--- src/rtl/sm_pkg.sv ---
// Shared types and helpers for the sign-magnitude subtract-accumulator.
// Sign is the MSB of each word, and the remaining bits hold the magnitude.
package sm_pkg;

    localparam int SM_DW       = 8;
    localparam int SM_SIGN_BIT = SM_DW - 1;
    localparam int SM_MAG_MSB  = SM_DW - 2;

    typedef enum logic [1:0] {
        IDLE = 2'd0,
        ACC  = 2'd1,
        DONE = 2'd2
    } state_e;

    // A zero magnitude always reports a positive sign, so -0 never appears.
    function automatic logic sm_norm_sign(input logic sgn, input logic mag_nz);
        return sgn & mag_nz;
    endfunction

endpackage

--- src/rtl/sm_add_core.sv ---
// Combinational sign-magnitude adder.
// carry flags a magnitude carry out of an equal-sign add.
module sm_add_core
    import sm_pkg::*;
#(
    parameter int DW = SM_DW
) (
    input  logic [DW-1:0] a,
    input  logic [DW-1:0] b,
    output logic [DW-1:0] sum,
    output logic          carry
);

    logic          a_s;
    logic          b_s;
    logic [DW-2:0] a_m;
    logic [DW-2:0] b_m;
    logic [DW-1:0] mag_sum;
    logic [DW-2:0] mag;
    logic          sgn;

    assign a_s = a[DW-1];
    assign b_s = b[DW-1];
    assign a_m = a[DW-2:0];
    assign b_m = b[DW-2:0];
    assign mag_sum = {1'b0, a_m} + {1'b0, b_m};

    always_comb begin
        sgn   = a_s;
        mag   = mag_sum[DW-2:0];
        carry = 1'b0;
        if (a_s == b_s) begin
            carry = mag_sum[DW-1];
        end else if (a_m > b_m) begin
            mag = a_m - b_m;
        end else begin
            sgn = b_s;
            mag = b_m - a_m;
        end
        sum = {sm_norm_sign(sgn, |mag), mag};
    end

endmodule

--- src/rtl/sm_sub_accumulator.sv ---
// Sequential sign-magnitude subtract-accumulator with a valid/ready result.
// Define SM_SUB_ACC_SAT_EN to saturate instead of wrapping on magnitude overflow.
module sm_sub_accumulator
    import sm_pkg::*;
#(
    parameter int DW  = SM_DW,
    parameter int LEN = 4
) (
    input  logic          clk,
    input  logic          rst,
    input  logic          start,
    input  logic [DW-1:0] init,
    input  logic          in_valid,
    input  logic [DW-1:0] in_data,
    output logic          in_ready,
    output logic          out_valid,
    output logic [DW-1:0] out_data,
    input  logic          out_ready,
    output logic          busy,
    output logic          overflow
);

    localparam int CW = $clog2(LEN + 1);

    state_e        state_q, state_d;
    logic [DW-1:0] acc_q, acc_d;
    logic [DW-1:0] out_q, out_d;
    logic [CW-1:0] cnt_q, cnt_d;
    logic          ovf_q, ovf_d;

    logic [DW-1:0] neg_b;
    logic [DW-1:0] sum;
    logic [DW-1:0] res;
    logic [DW-1:0] init_n;
    logic          carry;
    logic          accept;
    logic          last;

    // Subtraction is an add of the operand with its sign flipped.
    assign neg_b  = {~in_data[DW-1], in_data[DW-2:0]};
    assign init_n = {sm_norm_sign(init[DW-1], |init[DW-2:0]), init[DW-2:0]};

    sm_add_core #(.DW(DW)) u_add (
        .a     (acc_q),
        .b     (neg_b),
        .sum   (sum),
        .carry (carry)
    );

`ifdef SM_SUB_ACC_SAT_EN
    // Carry only arises from equal signs, so the accumulator sign is the result sign.
    assign res = carry ? {acc_q[DW-1], {(DW-1){1'b1}}} : sum;
`else
    assign res = sum;
`endif

    assign accept = in_valid && (state_q == ACC);
    assign last   = (cnt_q == CW'(LEN - 1));

    always_comb begin
        state_d = state_q;
        acc_d   = acc_q;
        out_d   = out_q;
        cnt_d   = cnt_q;
        ovf_d   = ovf_q;
        unique case (state_q)
            IDLE: begin
                if (start) begin
                    acc_d   = init_n;
                    cnt_d   = '0;
                    ovf_d   = 1'b0;
                    state_d = ACC;
                end
            end
            ACC: begin
                if (accept) begin
                    acc_d = res;
                    cnt_d = cnt_q + CW'(1);
                    if (carry) ovf_d = 1'b1;
                    if (last) begin
                        out_d   = res;
                        state_d = DONE;
                    end
                end
            end
            DONE: begin
                if (out_ready) state_d = IDLE;
            end
            default: state_d = IDLE;
        endcase
    end

    always_ff @(posedge clk) begin
        if (rst) begin
            state_q <= IDLE;
            acc_q   <= '0;
            out_q   <= '0;
            cnt_q   <= '0;
            ovf_q   <= 1'b0;
        end else begin
            state_q <= state_d;
            acc_q   <= acc_d;
            out_q   <= out_d;
            cnt_q   <= cnt_d;
            ovf_q   <= ovf_d;
        end
    end

    assign in_ready  = (state_q == ACC);
    assign out_valid = (state_q == DONE);
    assign busy      = (state_q == ACC) || (state_q == DONE);
    assign out_data  = out_q;
    assign overflow  = ovf_q;

endmodule

--- config.mk ---
export PLATFORM = sky130hd
export DESIGN_NAME = sm_sub_accumulator
export DESIGN_NICKNAME = d
export VERILOG_FILES = /design/src/rtl/sm_pkg.sv /design/src/rtl/sm_add_core.sv /design/src/rtl/sm_sub_accumulator.sv
export SDC_FILE = /design/constraint.sdc
export NUM_CORES = 1
export LEC_CHECK = 0
export ABC_AREA = 1
export CORE_ASPECT_RATIO = 1.75
export CORE_UTILIZATION = 45
export CTS_CLUSTER_SIZE = 14
export DETAILED_ROUTE_END_ITERATION = 8
export PLACE_DENSITY = 0.73
export SYNTH_ARGS = -nofsm -noshare
export SYNTH_HDL_FRONTEND = slang
export SYNTH_HIERARCHICAL = 1
export SYNTH_SLANG_ARGS = --single-unit
--- constraint.sdc ---
create_clock -name clk -period 2.76 [get_ports clk]
set_input_delay 0.414 -clock clk [delete_from_list [all_inputs] [get_ports clk]]
set_output_delay 0.414 -clock clk [all_outputs]
set_load 0.05 [all_outputs]
==> results_dict.tcl <==
set metrics [dict create \
    status "finished, final reports clean" \
    syn_to_final_growth_pct 20.3 \
    required_ns 2.92 \
    vias 2345 \
    die_width_um 57.9 \
    fp-row-count 35 \
    postSynthCellCount 372 \
    fin_setup_tns_ns 0 \
    synth_area_um2 2460 \
    synthesis.nets 423 \
    io_pins 33 \
    cp-startpoint "in_data[0]" \
    crit_type "in2reg" \
    post_synth_num_cell_types 32 \
    gr-usage-all-layers_pct 23.0 \
    synth_most_common_cell "nand2_1" \
    clock.fmax_ghz 0.387 \
    grt_max_degree 17 \
    postSynthAreaPerCell_um2 6.61 \
    cp_max_fo 3 \
    drive_gt1_share_pct 15.8 \
    ys_warn_count 6 \
    path_cells "clkdlybuf4s50_1 -> ha_1 -> inv_1 -> fa_1 -> nand3_1 -> nand2b_1 -> nand3_1 -> nand2_1 -> nand2_1 -> nand2_1 -> nand2_1 -> nand2_1 -> nand2_2 -> nor2_2 -> a21oi_2 -> nand2_1 -> inv_1 -> nor2_2 -> a21oi_1" \
    drt-pass1-iter-count 5 \
    ys.flop_type "dfxtp_1" \
    dp_hpwl_mm 5.18 \
    diodes 0 \
    cts_root_buf "clkbuf_8" \
    crit_arrival_ns 2.75 \
    overflow 0 \
    cts_buffers 3 \
    synth_top_area_cell "dfxtp_1" \
    drc 0 \
    yosysSeqAreaShare_pct 17.9 \
    routed_wl_mm 6.08 \
    critical_path_depth 19 \
    period_minus_slack_ns 2.59 \
    reg2reg_depth 18 \
    register_area_um2 440 \
    rrSetupSlack_ns 0.36 \
    vdd_drop_max_mv 0.953 \
    r2r_start "acc_q[3]" \
    start_util_pct 46.8 \
    rsz0062_at_grt "false" \
    maxSlewHeadroom_pct 66.3 \
    end_kind "register" \
    port_buffers 32 \
    grt_pass1_vias 2453 \
    crit_family "simple AND/OR/NAND/NOR gates" \
    synthTopCellsByCount "nand2_1 (107), inv_1 (67), nand3_1 (28)" \
    drtIter0Drc 40 \
    worst_skew_pair.late_latency_ns 0.26 \
    holdWs_ns 0.451 \
    synth_edf_count 0 \
    die_h_um 99.8 \
    fillerInstances 531 \
    hold_viol 0 \
    dp_slack_ns -0.130 \
    endpoint "acc_q[7]" \
    core_area_um2 5260 \
    tightest_slew_ns 0.503 \
    p_per_area_nw_per_um2 1050 \
    antenna_found_initial 0 \
    crit_path_start_kind "input pin" \
    cellLeakagePower_nw 1.54 \
    synth_top_area_share_pct 17.9 \
    cts-htree-levels 1 \
    drv_slew 0 \
    multiInputGateArea_um2 1640 \
    dieArea_um2 5770 \
    synthTopCellsByArea "dfxtp_1 (18%), nand2_1 (16%), ha_1 (14%), inv_1 (10%), nand3_1 (5.7%)" \
    hp-class "reg2reg" \
    setup_viol 0 \
    worst_slack_ns 0.174 \
    fin_skew_ns 0.00285 \
    clock_path_buffers 2 \
    cp_num_buf_inv 3 \
    period_share_pct 93.7 \
    power_w 0.00311 \
    max_cap_violations 0 \
    cp_slowest_stage_delay_ns 0.50 \
    fin_nets 469 \
    rr_endpoint "acc_q[7]" \
    clk_pin_slew_worst_paths_ns 0.09 \
    routabilityCongestion 0.907 \
    synth.ff_latch_count 22 \
    ant_nets 0 \
    vias_per_cell 4.97 \
    grt_pass1_wl_mm 10.5 \
    cpMostUsedCell "nand2_1" \
    cts_tree "yes" \
    crit_slowest_cell "clkdlybuf4s50_1" \
    wl_per_cell_um 12.9 \
    cts_sinks 22 \
    final_area_um2 2960 \
    place_area_um2 2880 \
    async_reset_ff_share_pct 0 \
]
## worst reg2reg max path, stage by stage (launching register included)
cell and delay, ns:
dfxtp_1 0.41, inv_1 0.07, ha_1 0.43, buf_4 0.17, nand3_1 0.13, nand2b_1 0.20
nand3_1 0.07, nand2_1 0.05, nand2_1 0.06, nand2_1 0.04, nand2_1 0.06, nand2_1 0.06
nand2_2 0.09, nor2_2 0.05, a21oi_2 0.14, nand2_1 0.07, inv_1 0.08, nor2_2 0.04
a21oi_1 0.13
## cells in the final DEF, fill, tap and decap left out, drive strengths merged
| cell type | count |
|---|---|
| dfxtp | 22 |
| mux2i | 1 |
| xor2 | 7 |
| buf | 19 |
| inv | 73 |
| nand4 | 4 |
| or2 | 1 |
| xnor2 | 1 |
| clkbuf | 3 |
| a31oi | 1 |
| nor2 | 23 |
| fa | 3 |
| clkdlybuf4s50 | 32 |
| nand2 | 122 |
| bufinv | 1 |
| nand3 | 32 |
| nand3b | 1 |
| nand2b | 1 |
| a21oi | 29 |
| o21bai | 2 |
| ha | 27 |
| a21o | 1 |
| o21ai | 11 |
## through the flow
| stage | utilization [%] | cells |
|---|---|---|
| 3_3_place_gp | 54.8 | 468 |
| 2_1_floorplan | - | 372 |
| 6_report | 56.2 | 472 |
| 3_5_place_dp | 54.8 | 468 |
| 5_1_grt | 56.2 | 472 |
| 4_1_cts | 56.2 | 472 |
## cell families (layout without fill, tap and decap cells)
| family | after synthesis | in the layout | synth area share (%) |
|---|---|---|---|
| AO/OA/AOI/OAI | 44 | 44 | 11.0 |
| XOR/XNOR | 8 | 8 | 3.16 |
| adder cells (fa/ha/maj) | 30 | 30 | 16.2 |
| buffers and inverters | 83 | 128 | 15.6 |
| flip-flops | 22 | 22 | 17.9 |
| multiplexers | 1 | 1 | 0.407 |
| AND/OR/NAND/NOR | 184 | 184 | 35.7 |
## final cells by class
| type | count | area share [%] |
|---|---|---|
| clock inverter | 1 | 1.02 |
| tap | 55 | 2.33 |
| inverter | 73 | 9.36 |
| timing repair buffer | 51 | 15.7 |
| sequential | 22 | 14.9 |
| clock buffer | 3 | 1.40 |
| multi-input combinational | 267 | 55.3 |
## worst min path at each step
stage	from	end	slack (ns)	cells after the start
3_3_place_gp	out_data[1]	out_data[1]	0.44	2
2_1_floorplan	cnt_q[1]	cnt_q[1]	0.46	2
6_report	out_data[3]	out_data[3]	0.45	2
5_1_grt	out_data[3]	out_data[3]	0.48	2
4_1_cts	out_data[3]	out_data[3]	0.46	2
3_5_place_dp	out_data[3]	out_data[3]	0.44	2
## registers in the layout (all words and copies together), names as in the netlist
register / flops
state_q: 2
out_data: 8
overflow: 1
acc_q: 8
cnt_q: 3
## where the power goes
group          leakage [nW]  switching [W]  internal [W]  total (W)
Sequential            0.180      0.0000904      0.000406   0.000496
Clock                0.0357       0.000112      0.000194   0.000306
Combinational          1.32        0.00145      0.000865    0.00231
## metal layers
layer  share of wire [%]  track usage, %  vias to the layer above  wire (µm)
met5                   0               0                        -          0
met4                 5.5            13.4                        0        335
met3                 2.3            1.56                       28        139
met2                  57            46.7                       54       3470
met1                  35            21.0                     1038       2140
li1                    -               -                     1225          -
## what timing repair did
item                                    4_1_cts  5_1_grt
endpoints found under the setup margin        0        2
hold buffers                                  0        0
setup buffers                                 0        0
hold endpoints to repair                      0        0
resized for setup                             0        2
No activity file was read; power rests on OpenSTA's default activity.
